### src/rtl/s_core_pkg.sv
// Shared definitions for the s_core boot path.
//   ld_state_e : loader FSM states
//   RESET_PC   : byte address where s_core starts executing after boot
//   word_addr  : byte address of a word slot given a base and a word index
package s_core_pkg;

  typedef enum logic [2:0] {
    LD_HDR,
    LD_DATA,
    LD_CSUM,
    LD_RUN,
    LD_ERR
  } ld_state_e;

  localparam logic [31:0] RESET_PC = 32'h0000_0004;

  function automatic logic [31:0] word_addr(input logic [31:0] base,
                                            input logic [31:0] idx);
    return base + (idx << 2);
  endfunction

endpackage

### src/rtl/s_core_imem_loader_if.sv
// Loader bus bundle: incoming byte stream plus outgoing instruction-memory
// write port.
//   i_ld_valid / i_ld_byte / o_ld_ready : byte stream handshake
//   o_imem_we / o_imem_addr / o_imem_wdata : one-cycle word write strobe
// master = stream source / memory side, slave = loader.
interface s_core_imem_loader_if;

  logic        i_ld_valid;
  logic [7:0]  i_ld_byte;
  logic        o_ld_ready;
  logic        o_imem_we;
  logic [31:0] o_imem_addr;
  logic [31:0] o_imem_wdata;

  modport master (
    output i_ld_valid,
    output i_ld_byte,
    input  o_ld_ready,
    input  o_imem_we,
    input  o_imem_addr,
    input  o_imem_wdata
  );

  modport slave (
    input  i_ld_valid,
    input  i_ld_byte,
    output o_ld_ready,
    output o_imem_we,
    output o_imem_addr,
    output o_imem_wdata
  );

endinterface

### src/rtl/ld_byte_packer.sv
// Packs accepted stream bytes little-endian into 32-bit words.
//   clk, rst_n  : clock, synchronous active-low reset
//   clr         : synchronous clear of a partial word
//   byte_valid  : a byte is transferred this cycle
//   byte_in     : the transferred byte
//   word_valid  : combinational, high in the cycle the 4th byte transfers
//   word        : assembled word, valid together with word_valid
module ld_byte_packer (
  input  logic        clk,
  input  logic        rst_n,
  input  logic        clr,
  input  logic        byte_valid,
  input  logic [7:0]  byte_in,
  output logic        word_valid,
  output logic [31:0] word
);

  logic [1:0]  cnt;
  logic [23:0] shreg;

  // Bytes enter at the top so that after three bytes shreg = {b2, b1, b0};
  // the fourth byte is combined directly to avoid a cycle of latency.
  always_ff @(posedge clk) begin
    if (!rst_n || clr) begin
      cnt   <= '0;
      shreg <= '0;
    end else if (byte_valid) begin
      cnt   <= cnt + 2'd1;
      shreg <= {byte_in, shreg[23:8]};
    end
  end

  assign word_valid = byte_valid && (cnt == 2'd3);
  assign word       = {byte_in, shreg};

endmodule

### src/rtl/s_core_imem_loader.sv
// Boot loader for s_core: receives a framed byte stream (count, payload,
// checksum), writes the payload words into instruction memory from
// BASE_ADDR upward and releases the core on a matching checksum.
//   clk, rst_n    : clock, synchronous active-low reset
//   bus (slave)   : byte stream in, instruction-memory write port out
//   i_reload      : one-cycle reload request, honoured only in RUN
//   o_core_rst_n  : s_core reset (0 = held), 1 only in RUN
//   o_start_pc    : start PC, constant BASE_ADDR
//   o_done        : high in RUN
//   o_err         : high in ERR (only rst_n leaves ERR)
module s_core_imem_loader
  import s_core_pkg::*;
#(
  parameter int unsigned IMEM_DEPTH = 256,
  parameter logic [31:0] BASE_ADDR  = RESET_PC
) (
  input  logic                 clk,
  input  logic                 rst_n,
  s_core_imem_loader_if.slave  bus,
  input  logic                 i_reload,
  output logic                 o_core_rst_n,
  output logic [31:0]          o_start_pc,
  output logic                 o_done,
  output logic                 o_err
);

  localparam int unsigned IDX_W = $clog2(IMEM_DEPTH + 1);

  ld_state_e        state;
  logic [IDX_W-1:0] idx;
  logic [IDX_W-1:0] idx_next;
  logic [IDX_W-1:0] n_words;
  logic [31:0]      sum;
  logic             ld_ready;
  logic             imem_we;
  logic [31:0]      imem_addr;
  logic [31:0]      imem_wdata;
  logic             core_rst_n;
  logic             done;
  logic             err;

  logic             byte_fire;
  logic             reload_fire;
  logic             word_valid;
  logic [31:0]      word;

  assign byte_fire   = bus.i_ld_valid && ld_ready;
  assign reload_fire = (state == LD_RUN) && i_reload;
  assign idx_next    = idx + 1'b1;

  ld_byte_packer u_packer (
    .clk        (clk),
    .rst_n      (rst_n),
    .clr        (reload_fire),
    .byte_valid (byte_fire),
    .byte_in    (bus.i_ld_byte),
    .word_valid (word_valid),
    .word       (word)
  );

  // ld_ready, core_rst_n, done and err are registered alongside the state so
  // each is a direct flop output that changes on the same edge as the state.
  always_ff @(posedge clk) begin
    if (!rst_n) begin
      state      <= LD_HDR;
      idx        <= '0;
      n_words    <= '0;
      sum        <= '0;
      ld_ready   <= 1'b1;
      imem_we    <= 1'b0;
      imem_addr  <= '0;
      imem_wdata <= '0;
      core_rst_n <= 1'b0;
      done       <= 1'b0;
      err        <= 1'b0;
    end else begin
      imem_we <= 1'b0;
      unique case (state)
        LD_HDR: begin
          if (word_valid) begin
            if (word > 32'(IMEM_DEPTH)) begin
              state    <= LD_ERR;
              ld_ready <= 1'b0;
              err      <= 1'b1;
            end else if (word == '0) begin
              sum   <= '0;
              state <= LD_CSUM;
            end else begin
              n_words <= word[IDX_W-1:0];
              idx     <= '0;
              sum     <= '0;
              state   <= LD_DATA;
            end
          end
        end
        LD_DATA: begin
          if (word_valid) begin
            imem_we    <= 1'b1;
            imem_addr  <= word_addr(BASE_ADDR, 32'(idx));
            imem_wdata <= word;
            sum        <= sum + word;
            idx        <= idx_next;
            if (idx_next == n_words) begin
              state <= LD_CSUM;
            end
          end
        end
        LD_CSUM: begin
          if (word_valid) begin
            ld_ready <= 1'b0;
            if (word == sum) begin
              state      <= LD_RUN;
              core_rst_n <= 1'b1;
              done       <= 1'b1;
            end else begin
              state <= LD_ERR;
              err   <= 1'b1;
            end
          end
        end
        LD_RUN: begin
          if (i_reload) begin
            state      <= LD_HDR;
            core_rst_n <= 1'b0;
            done       <= 1'b0;
            ld_ready   <= 1'b1;
            idx        <= '0;
            sum        <= '0;
          end
        end
        LD_ERR: begin
        end
        default: begin
          state      <= LD_ERR;
          ld_ready   <= 1'b0;
          core_rst_n <= 1'b0;
          done       <= 1'b0;
          err        <= 1'b1;
        end
      endcase
    end
  end

  assign bus.o_ld_ready   = ld_ready;
  assign bus.o_imem_we    = imem_we;
  assign bus.o_imem_addr  = imem_addr;
  assign bus.o_imem_wdata = imem_wdata;
  assign o_core_rst_n     = core_rst_n;
  assign o_start_pc       = BASE_ADDR;
  assign o_done           = done;
  assign o_err            = err;

endmodule
### src/flat_wrapper.sv
// flat-port wrapper written by rule: the top's interface ports become plain ports
module s_core_imem_loader_flat import s_core_pkg::*;
#(
  parameter int unsigned IMEM_DEPTH = 256,
  parameter logic [31:0] BASE_ADDR  = RESET_PC
)
  (clk, rst_n, i_reload, o_core_rst_n, o_start_pc, o_done, o_err, bus_i_ld_valid, bus_i_ld_byte, bus_o_ld_ready, bus_o_imem_we, bus_o_imem_addr, bus_o_imem_wdata);
  s_core_imem_loader_if bus_i ();
  input  logic clk;
  input  logic rst_n;
  input  logic i_reload;
  output logic o_core_rst_n;
  output logic [31:0] o_start_pc;
  output logic o_done;
  output logic o_err;
  input wire logic [$bits(bus_i.i_ld_valid)-1:0] bus_i_ld_valid;
  input wire logic [$bits(bus_i.i_ld_byte)-1:0] bus_i_ld_byte;
  output wire logic [$bits(bus_i.o_ld_ready)-1:0] bus_o_ld_ready;
  output wire logic [$bits(bus_i.o_imem_we)-1:0] bus_o_imem_we;
  output wire logic [$bits(bus_i.o_imem_addr)-1:0] bus_o_imem_addr;
  output wire logic [$bits(bus_i.o_imem_wdata)-1:0] bus_o_imem_wdata;
  assign bus_i.i_ld_valid = bus_i_ld_valid;
  assign bus_i.i_ld_byte = bus_i_ld_byte;
  assign bus_o_ld_ready = bus_i.o_ld_ready;
  assign bus_o_imem_we = bus_i.o_imem_we;
  assign bus_o_imem_addr = bus_i.o_imem_addr;
  assign bus_o_imem_wdata = bus_i.o_imem_wdata;
  s_core_imem_loader #(.IMEM_DEPTH(IMEM_DEPTH), .BASE_ADDR(BASE_ADDR)) u_core (.clk(clk), .rst_n(rst_n), .bus(bus_i), .i_reload(i_reload), .o_core_rst_n(o_core_rst_n), .o_start_pc(o_start_pc), .o_done(o_done), .o_err(o_err));
endmodule
### config.mk
export PLATFORM = sky130hd
export DESIGN_NAME = s_core_imem_loader_flat
export DESIGN_NICKNAME = d
export VERILOG_FILES = /design/src/rtl/s_core_pkg.sv /design/src/rtl/s_core_imem_loader_if.sv /design/src/rtl/ld_byte_packer.sv /design/src/rtl/s_core_imem_loader.sv /design/src/flat_wrapper.sv
export SDC_FILE = /design/constraint.sdc
export NUM_CORES = 1
export LEC_CHECK = 0
export CAP_MARGIN = 30
export CORE_MARGIN = 5
export CORE_UTILIZATION = 49
export DETAILED_ROUTE_END_ITERATION = 16
export GPL_ROUTABILITY_DRIVEN = 0
export HOLD_SLACK_MARGIN = 0.08
export PLACE_DENSITY = 0.77
export SLEW_MARGIN = 20
export SYNTH_ARGS = -nofsm -noshare
export SYNTH_HDL_FRONTEND = slang
export SYNTH_SLANG_ARGS = --single-unit
### constraint.sdc
create_clock -name clk -period 2.55 [get_ports clk]
set_input_delay 0.255 -clock clk [delete_from_list [all_inputs] [get_ports clk]]
set_output_delay 0.255 -clock clk [all_outputs]
set_load 0.01 [all_outputs]
==> flow_summary.yaml, run 1 <==
grt:
  grt_antenna_before_repair: 0
  grt_start_max_net_pins: 48
  overflow: 0
  grt_pass1_vias: 5861
  grt_usage: 0.218
  grt_pass1_wl_um: 28900
layout:
  layout.nets: 1023
  drive_gt1_frac: 0.172
  n_antenna_cell: 0
  syn2layout_area_growth_pct: 28.5
  fin_util: 0.643
setup_path:
  cpPeakStageDelay_ns: 0.34
  cp.required_ns: 2.86
  cp.arrival_ns: 2.94
  crit_path_top_delay_cell: "fa_2"
  ff2ff_path_depth: 11
  critPathLaunchType: "register"
  critical_path_peak_fanout: 3
  cp_top_family: "compound AO/OA/AOI/OAI gates"
  crit_top_cell: "a211oi_2"
  endpoint_kind: "register"
  criticalPathCategory: "register to register"
  rrSetupSlack_ns: -0.08
  r2r-end: "u_core.sum[30]"
  cp_num_buf_inv: 0
  crit_chain: "ha_4 > fa_2 > a21o_1 > a221oi_2 > a211o_1 > a211oi_2 > a211oi_2 > o211ai_1 > a31oi_1 > xor2_1 > o21ai_1"
  regToRegStartpoint: "u_core.u_packer.shreg[0]"
clock_network:
  ctsHoldBuffers: 0
  cts_made_buffers: 17
  insertion_delay_ns: 0.42
  clock_sinks: 125
  clk_pin_slew_ns: 0.05
  tritoncts: "built"
  clock-root-buffer: "clkbuf_16"
  h-tree-depth: 4
  cts.path.max_buffers: 2
floorplanning:
  die_x_um: 129
  initial_core_util: 0.500
  dieArea_um2: 16600
  rows: 43
  ioPinCount: 113
  fp.dieH_um: 129
  coreArea_um2: 13900
logic_synthesis:
  async_reset_ff_frac: 0
  syn_area_um2: 6940
  synthCells: 852
  syn_area_per_cell_um2: 8.15
  ys_top_cells_by_area: "dfxtp_1, nand2_1, buf_4, ha_1, a21boi_0"
  synth_ff_type: "dfxtp_1"
  synth_cell_type_count: 59
  yosysTopAreaCell: "dfxtp_1"
  synth_seq_area_share: 0.360
  synth_edf_count: 0
  ys_warn_count: 0
  synth-seq-cells: 125
  synth_top_area_share: 0.360
job:
  maxCapViolCount: 0
power:
  powerDensity_nw_per_um2: 540
  ir_drop_v: 0.000464
  total_leakage_power_nw: 3.71
place:
  port_buffers: 58
  hpwl_um: 13100
  pre_cts_ws_ns: -0.156
drt:
  drtAntennaViolNets: 0
  via_per_inst: 5.47
  wirelength_um: 18600
  vias: 6389
  drt_pass1_iterations: 5
  drt-initial-drc-count: 632
  wl_per_cell_um: 16.0
  drcViolationCount: 0
hold_path:
  whs_endpoint: "u_core.state[1]"
  min_path_type: "input pin to register"
  worstHoldPathCells: 2
  min_from: "rst_n"
status:
  violations: "negative setup slack"
  outcome: "complete, but fails checks"
sta:
  hold_viol: 0
  tightestPinTransition_ns: 0.873
  slew_headroom: 0.416
  setup_tns_ns: -0.159
  setup_ws_ns: -0.0804
  drv_slew: 0
  finalCriticalPeriod_ns: 2.63
  period_share: 1.03
  fmax_mhz: 380
  rsz0062_at_grt: "yes"
  setup_violations: 4
  clock_skew_ns: 0.0105
-- where the power goes --
part	internal [mW]	total (mW)	switching (mW)	leakage [nW]
sequential	1.97	2.00	0.0297	1.01
clock	1.67	2.50	0.832	0.296
combinational	0.130	0.318	0.188	2.40
-- placed cells by master, fill, tap and decap left out, drive strengths merged, types with 5 or more instances in the layout --
master	netlist	final
nor4	16	16
a22oi	16	16
nand2	159	159
dfxtp	125	125
nand3	14	14
inv	12	12
a21oi	59	59
mux2i	10	10
xor2	17	17
a21o	20	20
nor2b	40	40
o211ai	6	6
clkdlybuf4s50	0	57
nand2b	7	7
a31oi	6	6
o21ai	39	39
conb	2	54
buf	62	93
and3	6	6
clkbuf	34	22
nand4	7	7
nor3	11	11
ha	33	33
a21boi	43	43
a211oi	5	5
xnor2	26	26
nor2	32	32
-- worst register-to-register path, cell delays in order (launching register included) --
cell,delay (ns)
dfxtp_2,0.33
ha_4,0.16
fa_2,0.34
a21o_1,0.21
a221oi_2,0.30
a211o_1,0.26
a211oi_2,0.10
a211oi_2,0.29
o211ai_1,0.14
a31oi_1,0.17
xor2_1,0.15
o21ai_1,0.07
-- per-stage QoR --
step	total power, mW	std cells	hold WS (ns)	area (µm²)
3_3_place_gp	2.34	1132	0.440	8030
4_1_cts	4.83	1163	0.312	8670
2_1_floorplan	2.28	904	0.391	7140
5_1_grt	4.97	1167	0.331	8920
6_report	4.82	1167	0.327	8920
3_5_place_dp	2.35	1132	0.446	8030
-- how the worst max path moves through the flow --
stage                      to                startpoint  slack (ns)  cells after the start
3_3_place_gp     u_core.o_err          bus_i_ld_byte[0]       -0.16                     10
4_1_cts        u_core.sum[20]  u_core.u_packer.shreg[0]      0.0003                     11
5_1_grt        u_core.sum[30]  u_core.u_packer.shreg[0]       -0.16                     11
2_1_floorplan  u_core.sum[30]  u_core.u_packer.shreg[0]        0.02                     11
3_5_place_dp    u_core.idx[2]          bus_i_ld_byte[5]       -0.16                     10
6_report       u_core.sum[30]  u_core.u_packer.shreg[0]       -0.08                     11
-- synth_stat cells (16+ instances only) --
library cell / count
xor2_1: 17
nor2_1: 32
dfxtp_1: 125
a21oi_1: 58
a21boi_0: 42
clkbuf_1: 34
xnor2_1: 26
buf_4: 55
o21ai_0: 34
nor4_1: 16
nor2b_1: 40
nand2_1: 159
a22oi_1: 16
ha_1: 33
a21o_1: 20
-- flip-flops by register name, indices dropped and copies added (netlist names), 2 cells and up --
signal and flops:
u_core.bus.o_imem_addr 10, u_core.bus.o_imem_wdata 32, u_core.idx 9, u_core.n_words 9
u_core.state 3, u_core.sum 32, u_core.u_packer.cnt 2, u_core.u_packer.shreg 24
-- cells by family (layout without fill, tap and decap cells) --
kind of cell    Yosys count  in the layout  share of synthesized area
simple gates            311            311                      0.210
compound gates          219            219                      0.208
flops                   125            125                      0.360
buf+inv                 108            191                     0.0887
xor+xnor                 43             43                     0.0543
fa+ha+maj                34             34                     0.0624
mux                      10             10                     0.0144
other cells               2             54                    0.00108
-- layer usage --
layer | wire length [µm] | share of wire | track usage | vias up
met3 | 1490 | 0.080 | 0.0453 | 45
met2 | 8650 | 0.46 | 0.355 | 267
li1 | - | - | - | 3111
met5 | 0 | 0 | 0 | -
met1 | 7950 | 0.43 | 0.285 | 2966
met4 | 557 | 0.030 | 0.0821 | 0
-- repair_timing --
item / CTS / global route
endpoints found under the setup margin: 8 / 30
pin swaps: 8 / 27
setup buffers: 2 / 4
resized for setup: 6 / 44
endpoints found under the hold margin: 0 / 0
-- area by class of cell --
| cell class | count | area, µm² |
|---|---|---|
| Inverter | 12 | 45.0 |
| Tap cell | 180 | 225 |
| Clock buffer | 22 | 464 |
| Fill cell | 1148 | 4960 |
| Sequential cell | 125 | 2520 |
| Timing Repair Buffer | 150 | 1270 |
| Multi-Input combinational cell | 671 | 4270 |
| Clock inverter | 7 | 139 |
Note: power is estimated with default switching activity, not from simulation.
==> inputs of run 2 (changes only) <==
--- a/config.mk
+++ b/config.mk
@@ -12,7 +12,8 @@
 export GPL_ROUTABILITY_DRIVEN = 0
 export HOLD_SLACK_MARGIN = 0.08
 export PLACE_DENSITY = 0.77
-export SLEW_MARGIN = 20
+export REMOVE_ABC_BUFFERS = 1
+export SLEW_MARGIN = 0
 export SYNTH_ARGS = -nofsm -noshare
 export SYNTH_HDL_FRONTEND = slang
 export SYNTH_SLANG_ARGS = --single-unit
==> flow_summary.yaml, run 2 (same netlist as run 1, synthesis figures left out) <==
floorplanning:
  fp.dieH_um: 129
  rows: 43
  die_x_um: 129
  initial_core_util: 0.500
  coreArea_um2: 13900
  dieArea_um2: 16600
  ioPinCount: 113
grt:
  overflow: 0
  grt_pass1_vias: 6035
  grt_start_max_net_pins: 81
  grt_usage: 0.226
  grt_antenna_before_repair: 0
  grt_pass1_wl_um: 30000
drt:
  vias: 6455
  route.met2.wl_um: 9130
  drt-initial-drc-count: 401
  met3_length_um: 1310
  drt_pass1_iterations: 5
  top_layer: "met4"
  met1_length_um: 8060
  wl_per_cell_um: 16.2
  drtAntennaViolNets: 0
  drcViolationCount: 0
  wirelength_um: 19000
  via_per_inst: 5.51
sta:
  slew_headroom: 0.392
  finalCriticalPeriod_ns: 2.63
  tightestPinTransition_ns: 0.909
  clock_skew_ns: 0.00945
  setup_ws_ns: -0.0848
  setup_violations: 4
  drv_slew: 0
  rsz0062_at_grt: "yes"
  fmax_mhz: 380
  hold_viol: 0
  setup_tns_ns: -0.171
  period_share: 1.03
clock_network:
  ctsHoldBuffers: 0
  insertion_delay_ns: 0.42
  tritoncts: "built"
  cts_made_buffers: 17
  clock_sinks: 125
  h-tree-depth: 4
  cts.path.max_buffers: 2
  clk_pin_slew_ns: 0.06
  clock-root-buffer: "clkbuf_16"
power:
  ir_drop_v: 0.000439
  powerDensity_nw_per_um2: 521
  p_total_mw: 4.62
  total_leakage_power_nw: 3.71
status:
  outcome: "complete, but fails checks"
  violations: "negative setup slack"
layout:
  fillers: 1163
  syn2layout_area_growth_pct: 27.8
  layout_common_cells: "nand2_1, dfxtp_1, buf_4"
  fin_util: 0.639
  n_antenna_cell: 0
  drive_gt1_frac: 0.176
  final_common_cell: "nand2_1"
  final_area_um2: 8870
  layout.nets: 1025
hold_path:
  whs_endpoint: "u_core.o_err"
  min_from: "rst_n"
  min_path_type: "input pin to register"
  worstHoldPathCells: 2
setup_path:
  rrSetupSlack_ns: -0.08
  cp.arrival_ns: 2.95
  r2r-end: "u_core.sum[20]"
  critPathLaunchType: "register"
  endpoint_kind: "register"
  ff2ff_path_depth: 12
  critical_path_peak_fanout: 5
  cp.required_ns: 2.87
  regToRegStartpoint: "u_core.sum[4]"
  criticalPathCategory: "register to register"
job:
  maxCapViolCount: 0
place:
  postPlaceCellArea_um2: 8030
  hpwl_um: 13400
  pre_cts_ws_ns: -0.251
  port_buffers: 58
## run 2: timing repair
item                                    4_1_cts  5_1_grt
endpoints found under the setup margin        9       30
pin swaps                                    14       10
endpoints found under the hold margin         0        0
cloned                                        0        0
gates resized for setup                      17       32
buffers inserted                              5        4
## run 2: critical path, cell delays in order (launching register included)
cell      delay [ns]
dfxtp_1         0.32
ha_1            0.37
and3_1          0.27
a221oi_2        0.09
buf_4           0.14
a211o_1         0.30
buf_4           0.15
a21boi_2        0.16
o21ai_2         0.09
a21oi_2         0.15
o21ai_2         0.07
a21o_1          0.18
a32o_1          0.24
## run 2: layout make-up
class | count | area (µm²) | area share
Multi-Input combinational cell | 671 | 4230 | 0.477
Sequential cell | 125 | 2510 | 0.283
Timing Repair Buffer | 152 | 1300 | 0.147
Clock buffer | 18 | 439 | 0.0495
Tap cell | 180 | 225 | 0.0254
Clock inverter | 14 | 118 | 0.0133
Inverter | 12 | 45.0 | 0.00508
## run 2: how the worst max path moves through the flow
stage,start,endpoint,depth (start not counted)
global placement,bus_i_ld_byte[5],u_core.o_err,9
global route,u_core.sum[0],u_core.sum[30],12
detailed placement,u_core.u_packer.shreg[0],u_core.sum[28],12
floorplan,u_core.bus.o_ld_ready,u_core.sum[31],7
CTS,u_core.sum[0],u_core.sum[20],12
finish,u_core.sum[4],u_core.sum[20],12
## run 2: power by group
| group | total (mW) | switching [mW] | internal, mW |
|---|---|---|---|
| clock | 2.29 | 0.926 | 1.36 |
| combinational | 0.336 | 0.204 | 0.132 |
| sequential | 1.99 | 0.0219 | 1.97 |
| total | 4.62 | 1.15 | 3.47 |
## run 2: routing by layer
| metal | global-route usage | up-vias |
|---|---|---|
| li1 | - | 3110 |
| met1 | 0.283 | 3073 |
| met2 | 0.371 | 231 |
| met3 | 0.0602 | 41 |
| met4 | 0.0871 | 0 |
| met5 | 0 | - |
## run 2: metrics by stage
| stage | std cells | hold slack (ns) |
|---|---|---|
| final | 1172 | 0.245 |
| after global routing | 1172 | 0.244 |
| after CTS | 1168 | 0.225 |
| after detailed placement | 1131 | 0.456 |
| after global placement | 1131 | 0.441 |
| after floorplan | 808 | 0.383 |
==> inputs of run 3 (changes only) <==
--- a/config.mk
+++ b/config.mk
@@ -11,7 +11,7 @@
 export DETAILED_ROUTE_END_ITERATION = 16
 export GPL_ROUTABILITY_DRIVEN = 0
 export HOLD_SLACK_MARGIN = 0.08
-export PLACE_DENSITY = 0.77
+export PLACE_DENSITY_LB_ADDON = 0.12
 export REMOVE_ABC_BUFFERS = 1
 export SLEW_MARGIN = 0
 export SYNTH_ARGS = -nofsm -noshare
==> flow_summary.yaml, run 3 (same netlist as run 1, synthesis figures left out) <==
setup_path:
  cp_top_family: "compound AO/OA/AOI/OAI gates"
  cpPeakStageDelay_ns: 0.34
  crit_chain: "ha_4 > fa_2 > a21o_1 > a221oi_2 > buf_4 > a211o_4 > a211oi_4 > a211oi_2 > buf_4 > o21ai_2 > a21oi_2 > xor2_1 > o21ai_1"
  crit_path_top_delay_cell: "dfxtp_2"
  criticalPathCategory: "register to register"
  regToRegStartpoint: "u_core.sum[0]"
  rrSetupSlack_ns: -0.16
  crit_top_cell: "buf_4"
  cp_num_buf_inv: 2
  worst_setup_path_startpoint: "u_core.sum[0]"
  endpoint_kind: "register"
  cp.required_ns: 2.86
  critical_path_peak_fanout: 4
  cp.arrival_ns: 3.02
  critPathLaunchType: "register"
sta:
  slew_headroom: 0.424
  tightestPinTransition_ns: 0.861
  hold_viol: 0
  finalCriticalPeriod_ns: 2.71
  setup_tns_ns: -0.650
  drv_slew: 0
  rsz0062_at_grt: "yes"
  clock_skew_ns: 0.00745
  setup_violations: 8
  period_share: 1.06
  fmax_mhz: 369
  setup_ws_ns: -0.160
hold_path:
  min_from: "rst_n"
  min_path_type: "input pin to register"
job:
  maxCapViolCount: 0
clock_network:
  h-tree-depth: 4
  cts.path.max_buffers: 2
  tritoncts: "built"
  clk_pin_slew_ns: 0.06
  cts_made_buffers: 17
  insertion_delay_ns: 0.42
  clock_sinks: 125
  clock-root-buffer: "clkbuf_16"
power:
  powerDensity_nw_per_um2: 520
  total_leakage_power_nw: 3.74
  ir_drop_v: 0.000475
place:
  hpwl_um: 13800
  dp.cells: 1134
  port_buffers: 58
  postPlaceCellArea_um2: 8040
drt:
  drt_pass1_iterations: 5
  drcViolationCount: 0
  via_per_inst: 5.43
  wirelength_um: 19400
  vias: 6383
  wl_per_cell_um: 16.5
  drtAntennaViolNets: 0
  drt-initial-drc-count: 400
layout:
  fin_util: 0.647
  n_antenna_cell: 0
  syn2layout_area_growth_pct: 29.5
  final_common_cell: "nand2_1"
  drive_gt1_frac: 0.180
  layout.nets: 1030
  fillers: 1192
  fin_cells: 1176
  final_area_um2: 8990
  layout_common_cells: "nand2_1, dfxtp_1, buf_4"
floorplanning:
  coreArea_um2: 13900
  rows: 43
  ioPinCount: 113
  dieArea_um2: 16600
  fp.dieH_um: 129
  initial_core_util: 0.500
  die_x_um: 129
status:
  outcome: "complete, but fails checks"
  violations: "negative setup slack"
grt:
  grt_antenna_before_repair: 0
  grt_usage: 0.233
  grt_start_max_net_pins: 54
  overflow: 0
  grt_pass1_wl_um: 30800
  grt_pass1_vias: 6286
## run 3: per-layer routing
metal	wire length, µm	track usage	up-vias
li1	-	-	3120
met3	1020	0.0635	50
met1	7990	0.268	3016
met5	0	0	-
met2	9690	0.402	197
met4	688	0.109	0
## run 3: repair_timing
action	CTS	global route
hold buffers	0	0
gates resized for setup	30	35
buffers inserted	7	5
pin swaps	23	20
setup endpoints to repair	16	37
## run 3: layout make-up
type	instances	area (µm²)	share of cell area
multi-input combinational	671	4300	0.479
clock inverter	6	85.1	0.00947
tap	180	225	0.0251
inverter	12	45.0	0.00501
sequential	125	2510	0.279
timing repair buffer	157	1340	0.149
clock buffer	25	485	0.0540
## run 3: tightest hold or removal path: stages
cell and delay [ns]:
buf_2 0.25, o21ai_0 0.14, a31oi_1 0.05
## run 3: final timing paths
| kind | end | cells past startpoint |
|---|---|---|
| max | u_core.sum[28] | 13 |
| min | u_core.state[0] | 3 |
| max reg2reg | u_core.sum[28] | 13 |
| min reg2reg | u_core.o_err | 2 |
## run 3: stage by stage
| step | power [mW] | hold WS, ns | setup WS [ns] |
|---|---|---|---|
| global route | 4.82 | 0.340 | -0.303 |
| CTS | 4.70 | 0.332 | -0.128 |
| detailed placement | 2.35 | 0.452 | -0.361 |
| finish | 4.68 | 0.341 | -0.160 |
| global placement | 2.35 | 0.440 | -0.273 |
| floorplan | 2.20 | 0.383 | -1.57 |
## run 3: report_power, final
| group | internal, mW | switching (mW) |
|---|---|---|
| Combinational | 0.131 | 0.200 |
| Sequential | 1.97 | 0.0224 |
| Clock | 1.51 | 0.845 |
